--- src/rtl/time_set_ctrl_pkg.sv ---
// rtl/time_set_ctrl_pkg.sv - shared state encoding and BCD limit constants for the time-set controller
package time_set_ctrl_pkg;

    typedef enum logic [1:0] {
        IDLE     = 2'd0,
        SET_HOUR = 2'd1,
        SET_MIN  = 2'd2,
        COMMIT   = 2'd3
    } state_t;

    // Largest legal value of each BCD pair, split into tens (Z) and units (U).
    localparam int HOUR_MAX_Z = 2;
    localparam int HOUR_MAX_U = 3;
    localparam int MIN_MAX_Z  = 5;
    localparam int MIN_MAX_U  = 9;

    // Largest legal units digit in any BCD position.
    localparam int BCD_MAX = 9;

endpackage

--- src/rtl/bcd_pair_inc.sv ---
// rtl/bcd_pair_inc.sv - combinational wrap-around increment of one tens/units BCD pair
module bcd_pair_inc
    import time_set_ctrl_pkg::*;
#(
    parameter int Z_W   = 2,
    parameter int MAX_Z = 2,
    parameter int MAX_U = 3
) (
    input  logic [Z_W-1:0] z_in,
    input  logic [3:0]     u_in,
    output logic [Z_W-1:0] z_out,
    output logic [3:0]     u_out
);

    localparam logic [Z_W-1:0] Z_LIM = Z_W'(MAX_Z);
    localparam logic [3:0]     U_LIM = 4'(MAX_U);
    localparam logic [3:0]     U_TOP = 4'(BCD_MAX);

    logic u_bad;
    logic z_bad;
    logic pair_bad;
    logic at_max;

    // Any illegal pair, or the top legal value, wraps to 00; otherwise BCD +1 with carry.
    always_comb begin
        u_bad    = (u_in > U_TOP);
        z_bad    = (z_in > Z_LIM);
        pair_bad = (z_in == Z_LIM) && (u_in > U_LIM);
        at_max   = (z_in == Z_LIM) && (u_in == U_LIM);
        z_out    = z_in;
        u_out    = u_in + 4'd1;
        if (u_bad || z_bad || pair_bad || at_max) begin
            z_out = '0;
            u_out = '0;
        end else if (u_in == U_TOP) begin
            z_out = z_in + Z_W'(1);
            u_out = '0;
        end
    end

endmodule

--- src/rtl/time_set_ctrl.sv ---
// rtl/time_set_ctrl.sv - button-driven hour/minute editor that loads the edited time into the counter
module time_set_ctrl
    import time_set_ctrl_pkg::*;
#(
    parameter int TIMEOUT_CYCLES = 30,
    parameter int REPEAT_DLY     = 3
) (
    input  logic       clk,
    input  logic       rst,
    input  logic       btn_set,
    input  logic       btn_inc,
    input  logic [3:0] u_min_cur,
    input  logic [2:0] z_min_cur,
    input  logic [3:0] u_hour_cur,
    input  logic [1:0] z_hour_cur,
    output logic [3:0] u_min_out,
    output logic [2:0] z_min_out,
    output logic [3:0] u_hour_out,
    output logic [1:0] z_hour_out,
    output logic       load,
    output logic       edit_hour,
    output logic       edit_min
);

    localparam int TMO_W  = $clog2(TIMEOUT_CYCLES + 1);
    localparam int HOLD_W = $clog2(REPEAT_DLY + 1);

    // The timeout fires on the cycle the counter has already seen TIMEOUT_CYCLES-1 idle cycles.
    localparam logic [TMO_W-1:0]  TMO_LAST = TMO_W'(TIMEOUT_CYCLES - 1);
    localparam logic [HOLD_W-1:0] HOLD_SAT = HOLD_W'(REPEAT_DLY);

    state_t             state;
    state_t             state_next;
    logic               set_q;
    logic               inc_q;
    logic [HOLD_W-1:0]  hold_cnt;
    logic [HOLD_W-1:0]  hold_next;
    logic [TMO_W-1:0]   tmo_cnt;
    logic [TMO_W-1:0]   tmo_next;
    logic               set_ev;
    logic               inc_ev;
    logic               repeat_tick;
    logic               do_capture;
    logic               do_hour_inc;
    logic               do_min_inc;
    logic [3:0]         u_hour_nx;
    logic [1:0]         z_hour_nx;
    logic [3:0]         u_min_nx;
    logic [2:0]         z_min_nx;

    bcd_pair_inc #(
        .Z_W   (2),
        .MAX_Z (HOUR_MAX_Z),
        .MAX_U (HOUR_MAX_U)
    ) u_hour_inc (
        .z_in  (z_hour_out),
        .u_in  (u_hour_out),
        .z_out (z_hour_nx),
        .u_out (u_hour_nx)
    );

    bcd_pair_inc #(
        .Z_W   (3),
        .MAX_Z (MIN_MAX_Z),
        .MAX_U (MIN_MAX_U)
    ) u_min_inc (
        .z_in  (z_min_out),
        .u_in  (u_min_out),
        .z_out (z_min_nx),
        .u_out (u_min_nx)
    );

    // Rising-edge events; holding INC past REPEAT_DLY cycles produces one extra event per cycle.
    always_comb begin
        repeat_tick = btn_inc && (hold_cnt == HOLD_SAT);
        set_ev      = btn_set && !set_q;
        inc_ev      = (btn_inc && !inc_q) || repeat_tick;
        hold_next   = '0;
        if (btn_inc) begin
            hold_next = (hold_cnt == HOLD_SAT) ? hold_cnt : hold_cnt + HOLD_W'(1);
        end
    end

    // Previous button levels and the saturating INC hold counter.
    always_ff @(posedge clk or posedge rst) begin
        if (rst) begin
            set_q    <= 1'b0;
            inc_q    <= 1'b0;
            hold_cnt <= '0;
        end else begin
            set_q    <= btn_set;
            inc_q    <= btn_inc;
            hold_cnt <= hold_next;
        end
    end

    // State and idle-timeout registers.
    always_ff @(posedge clk or posedge rst) begin
        if (rst) begin
            state   <= IDLE;
            tmo_cnt <= '0;
        end else begin
            state   <= state_next;
            tmo_cnt <= tmo_next;
        end
    end

    // Next state, timeout bookkeeping and edit actions; SET beats INC in the same cycle.
    always_comb begin
        state_next  = state;
        tmo_next    = tmo_cnt;
        do_capture  = 1'b0;
        do_hour_inc = 1'b0;
        do_min_inc  = 1'b0;
        case (state)
            IDLE: begin
                tmo_next = '0;
                if (set_ev) begin
                    do_capture = 1'b1;
                    state_next = SET_HOUR;
                end
            end
            SET_HOUR: begin
                if (set_ev) begin
                    state_next = SET_MIN;
                    tmo_next   = '0;
                end else if (inc_ev) begin
                    do_hour_inc = 1'b1;
                    tmo_next    = '0;
                end else if (tmo_cnt == TMO_LAST) begin
                    state_next = IDLE;
                    tmo_next   = '0;
                end else begin
                    tmo_next = tmo_cnt + TMO_W'(1);
                end
            end
            SET_MIN: begin
                if (set_ev) begin
                    state_next = COMMIT;
                    tmo_next   = '0;
                end else if (inc_ev) begin
                    do_min_inc = 1'b1;
                    tmo_next   = '0;
                end else if (tmo_cnt == TMO_LAST) begin
                    state_next = IDLE;
                    tmo_next   = '0;
                end else begin
                    tmo_next = tmo_cnt + TMO_W'(1);
                end
            end
            COMMIT: begin
                state_next = IDLE;
                tmo_next   = '0;
            end
            default: begin
                state_next = IDLE;
                tmo_next   = '0;
            end
        endcase
    end

    // Edit registers double as the outputs; they move only on capture or increment.
    always_ff @(posedge clk or posedge rst) begin
        if (rst) begin
            u_min_out  <= '0;
            z_min_out  <= '0;
            u_hour_out <= '0;
            z_hour_out <= '0;
        end else if (do_capture) begin
            u_min_out  <= u_min_cur;
            z_min_out  <= z_min_cur;
            u_hour_out <= u_hour_cur;
            z_hour_out <= z_hour_cur;
        end else if (do_hour_inc) begin
            u_hour_out <= u_hour_nx;
            z_hour_out <= z_hour_nx;
        end else if (do_min_inc) begin
            u_min_out  <= u_min_nx;
            z_min_out  <= z_min_nx;
        end
    end

    // Registered state decode so load and the blink selects line up with the state they describe.
    always_ff @(posedge clk or posedge rst) begin
        if (rst) begin
            load      <= 1'b0;
            edit_hour <= 1'b0;
            edit_min  <= 1'b0;
        end else begin
            load      <= (state_next == COMMIT);
            edit_hour <= (state_next == SET_HOUR);
            edit_min  <= (state_next == SET_MIN);
        end
    end

endmodule

--- config.mk ---
export PLATFORM = sky130hd
export DESIGN_NAME = time_set_ctrl
export DESIGN_NICKNAME = d
export VERILOG_FILES = /design/src/rtl/time_set_ctrl_pkg.sv /design/src/rtl/bcd_pair_inc.sv /design/src/rtl/time_set_ctrl.sv
export SDC_FILE = /design/constraint.sdc
export NUM_CORES = 1
export LEC_CHECK = 0
export CORE_MARGIN = 2
export CORE_UTILIZATION = 45
export CTS_BUF_LIST = sky130_fd_sc_hd__clkbuf_4 sky130_fd_sc_hd__clkbuf_8
export DETAILED_ROUTE_END_ITERATION = 6
export PLACE_DENSITY = 0.75
export SLEW_MARGIN = 10
export SYNTH_ARGS = -nofsm -noshare
export SYNTH_HDL_FRONTEND = slang
export SYNTH_SLANG_ARGS = --single-unit
--- constraint.sdc ---
create_clock -name clk -period 2.8 [get_ports clk]
set_clock_uncertainty 0.15 [all_clocks]
set_input_delay 0.56 -clock clk [delete_from_list [all_inputs] [get_ports clk]]
set_output_delay 0.56 -clock clk [all_outputs]
set_load 0.005 [all_outputs]
==> results.yml <==
status:
  status: "finished clean"
worst_setup_path:
  critPathLaunchType: "flip-flop"
  required_ns: 2.09
  cp_top_family: "buffers and inverters"
  arrival_ns: 1.41
  crit_chain: "clkdlybuf4s50_1"
  crit_fanout: 11
  path_buf_inv: 1
  worst_path_max_delay_cell: "clkdlybuf4s50_1"
  critical_path_class: "flip-flop to output port"
  cp-end-kind: "output port"
  critical_path.max_stage_delay_ns: 0.56
pwr:
  leakagePower_nw: 0.850
  power_switching_mw: 0.770
  power_density_nw_per_um2: 927
  switching_share_pct: 41.5
  p_int_mw: 1.09
  p_comb_share_pct: 52.0
  p_seq_share_pct: 38.3
  p_clk_share_pct: 9.7
  max-vdd-ir-drop_v: 0.000479
floorplan:
  initial_core_util_pct: 47.5
  rows: 21
  die-area_um2: 4040
  die_y_um: 63.6
  coreArea_um2: 3360
  fp.dieW_um: 63.6
  pin_count: 33
synth:
  yosys-top-cells-area: "dfrtp_1, ha_1, o21ai_0"
  syn_area_um2: 1600
  synth_seq_cells: 27
  async_flop_share_pct: 100
  seq_area_frac_synth_pct: 42.3
  ys.flop_type: "dfrtp_1"
  synth_fp_nets: 197
  yosysWarningCount: 0
  synth_edf_count: 0
  syn_inst: 169
  yosysUniqueCellTypes: 46
  syn_avg_cell_area_um2: 9.45
  netlist.area_leader.share_pct: 42.3
  yosys.area.top_type: "dfrtp_1"
final_layout:
  n_antenna_cell: 0
  fill_cells: 322
  layout_commonest_cell: "clkdlybuf4s50_1"
  multiInputGateArea_um2: 866
  drive_gt1_share_pct: 7.88
  nets: 232
  mostFrequentLayoutCells: "clkdlybuf4s50_1, dfrtp_1, nor2_1"
  design_area_um2: 2000
  seq_area_um2: 676
  areaGrowthSynthToFinish_pct: 25.3
hold_path:
  min-delay-path-class: "flip-flop to flip-flop"
routing:
  antenna_left: 0
  post_drt_wl_per_cell_um: 14.7
  vias_per_cell: 5.64
  dr.pass1.iters: 4
  drc_errors: 0
  drt_iter0_drc: 74
  wl_um: 3660
  vias: 1405
placement:
  place_area_um2: 1970
  gp_congestion: 0.870
  port_buffers: 32
  hpwl_um: 2810
flow_run:
  maxCapViolCount: 0
clock_network:
  root_buffer: "clkbuf_4"
  clockBufferDepth: 2
  cts_tree: "built"
  insertion_delay_ns: 0.33
  post_cts_resized: 0
  cts_sinks: 27
  numCtsBuffers: 3
  htree_levels: 1
  hold_buffers: 0
  post_cts_buffers: 0
  cts.clk_slew.worst_paths_ns: 0.14
global_route:
  antenna_found_initial: 0
  grt.total_usage_pct: 19.3
  grt_pass1_vias: 1341
  grt_max_degree: 28
  overflow: 0
  grt_pass1_wl_um: 6180
sta:
  finalSetupViolations: 0
  hold_viol_final: 0
  relSlewSlack_pct: 73.4
  period_minus_slack_ns: 2.12
  max_freq_mhz: 472
  rsz0062_at_grt: "no"
  setup-tns-final_ns: 0
  finalCritPeriodShare_pct: 75.7
  drv_slew: 0
  tightest_slew_ns: 0.396
-- worst register-to-register path: cells and delay by family, from the launching register on --
family / cells / cell delay (ns)
buffers and inverters: 1 / 0.11
DFF: 1 / 0.43
adders and majority gates: 1 / 0.24
and+or+nand+nor: 2 / 0.36
AOI/OAI and AO/OA: 3 / 0.75
-- flip-flops by register name, indices dropped and copies added (netlist names) --
name / count
tmo_cnt: 5
state: 2
z_min_out: 3
load: 1
u_hour_out: 4
edit_min: 1
hold_cnt: 2
u_min_out: 4
edit_hour: 1
set_q: 1
z_hour_out: 2
inc_q: 1
-- power by group through the flow --
stage	Clock, mW	Combinational (mW)	Sequential (mW)
floorplan	0	0.606	0.666
global placement	0	0.914	0.707
detailed placement	0	0.963	0.717
CTS	0.184	0.970	0.708
global route	0.204	1.08	0.739
finish	0.179	0.965	0.712
-- layer usage --
metal  part of all wire (%)  global-route usage [%]
met1                     43                    22.7
met2                     51                    34.3
met3                    4.1                    3.57
met4                    1.7                    7.34
met5                      0                       0
-- metrics by stage --
step                instances  hold WS (ns)  power (mW)  utilization [%]  setup WS, ns
floorplan                 169         0.311        1.27                -         0.985
global placement          245         0.331        1.62             58.6         0.428
detailed placement        245         0.343        1.68             58.6         0.403
CTS                       249         0.362        1.86             59.5         0.669
global route              249         0.379        2.03             59.5         0.557
finish                    249         0.360        1.86             59.5         0.680
-- path summary, 6_finish.rpt --
path,from,end,slack [ns],depth (start not counted)
max in group asynchronous,rst,z_hour_out[1],1.82,3
worst max register to register,state[1],u_min_out[2],0.72,7
worst min-delay path,tmo_cnt[0],tmo_cnt[0],0.36,1
worst min register to register,tmo_cnt[0],tmo_cnt[0],0.36,1
worst max-delay path,u_hour_out[0],u_hour_out[0],0.68,1
min in group asynchronous,rst,tmo_cnt[4],0.43,3
-- synthesized netlist by cell type (2+ instances only) --
| cell | number |
|---|---|
| dfrtp_1 | 27 |
| a22oi_1 | 4 |
| a21o_1 | 2 |
| ha_1 | 11 |
| a2bb2oi_1 | 2 |
| and4bb_2 | 2 |
| xnor2_1 | 2 |
| nor2b_1 | 2 |
| a211oi_1 | 3 |
| buf_2 | 3 |
| o21ai_0 | 16 |
| nand3_1 | 6 |
| a21oi_1 | 6 |
| and2_1 | 4 |
| nor2_1 | 19 |
| inv_1 | 10 |
| a31oi_1 | 2 |
| o22ai_1 | 2 |
| xor2_1 | 2 |
| mux2i_1 | 2 |
| nor3_1 | 7 |
| nand4_1 | 2 |
| nand2_1 | 10 |
-- cell families after synthesis --
group                    share of synthesized area [%]
AO/OA/AOI/OAI                                     19.6
buffers and inverters                             3.52
adder cells (fa/ha/maj)                           8.61
multiplexers                                      1.25
AND/OR/NAND/NOR                                   22.6
flip-flops                                        42.3
XOR/XNOR                                          2.19
-- final cells by class --
cell class              count  share of cell area, %
well taps                  46                   2.88
flip-flops and latches     27                   33.8
multi-input cells         128                   43.2
repair buffers             34                   16.8
inverters                  10                   1.88
clock buffers               4                   1.50
Note: power is estimated with default switching activity, not from simulation.
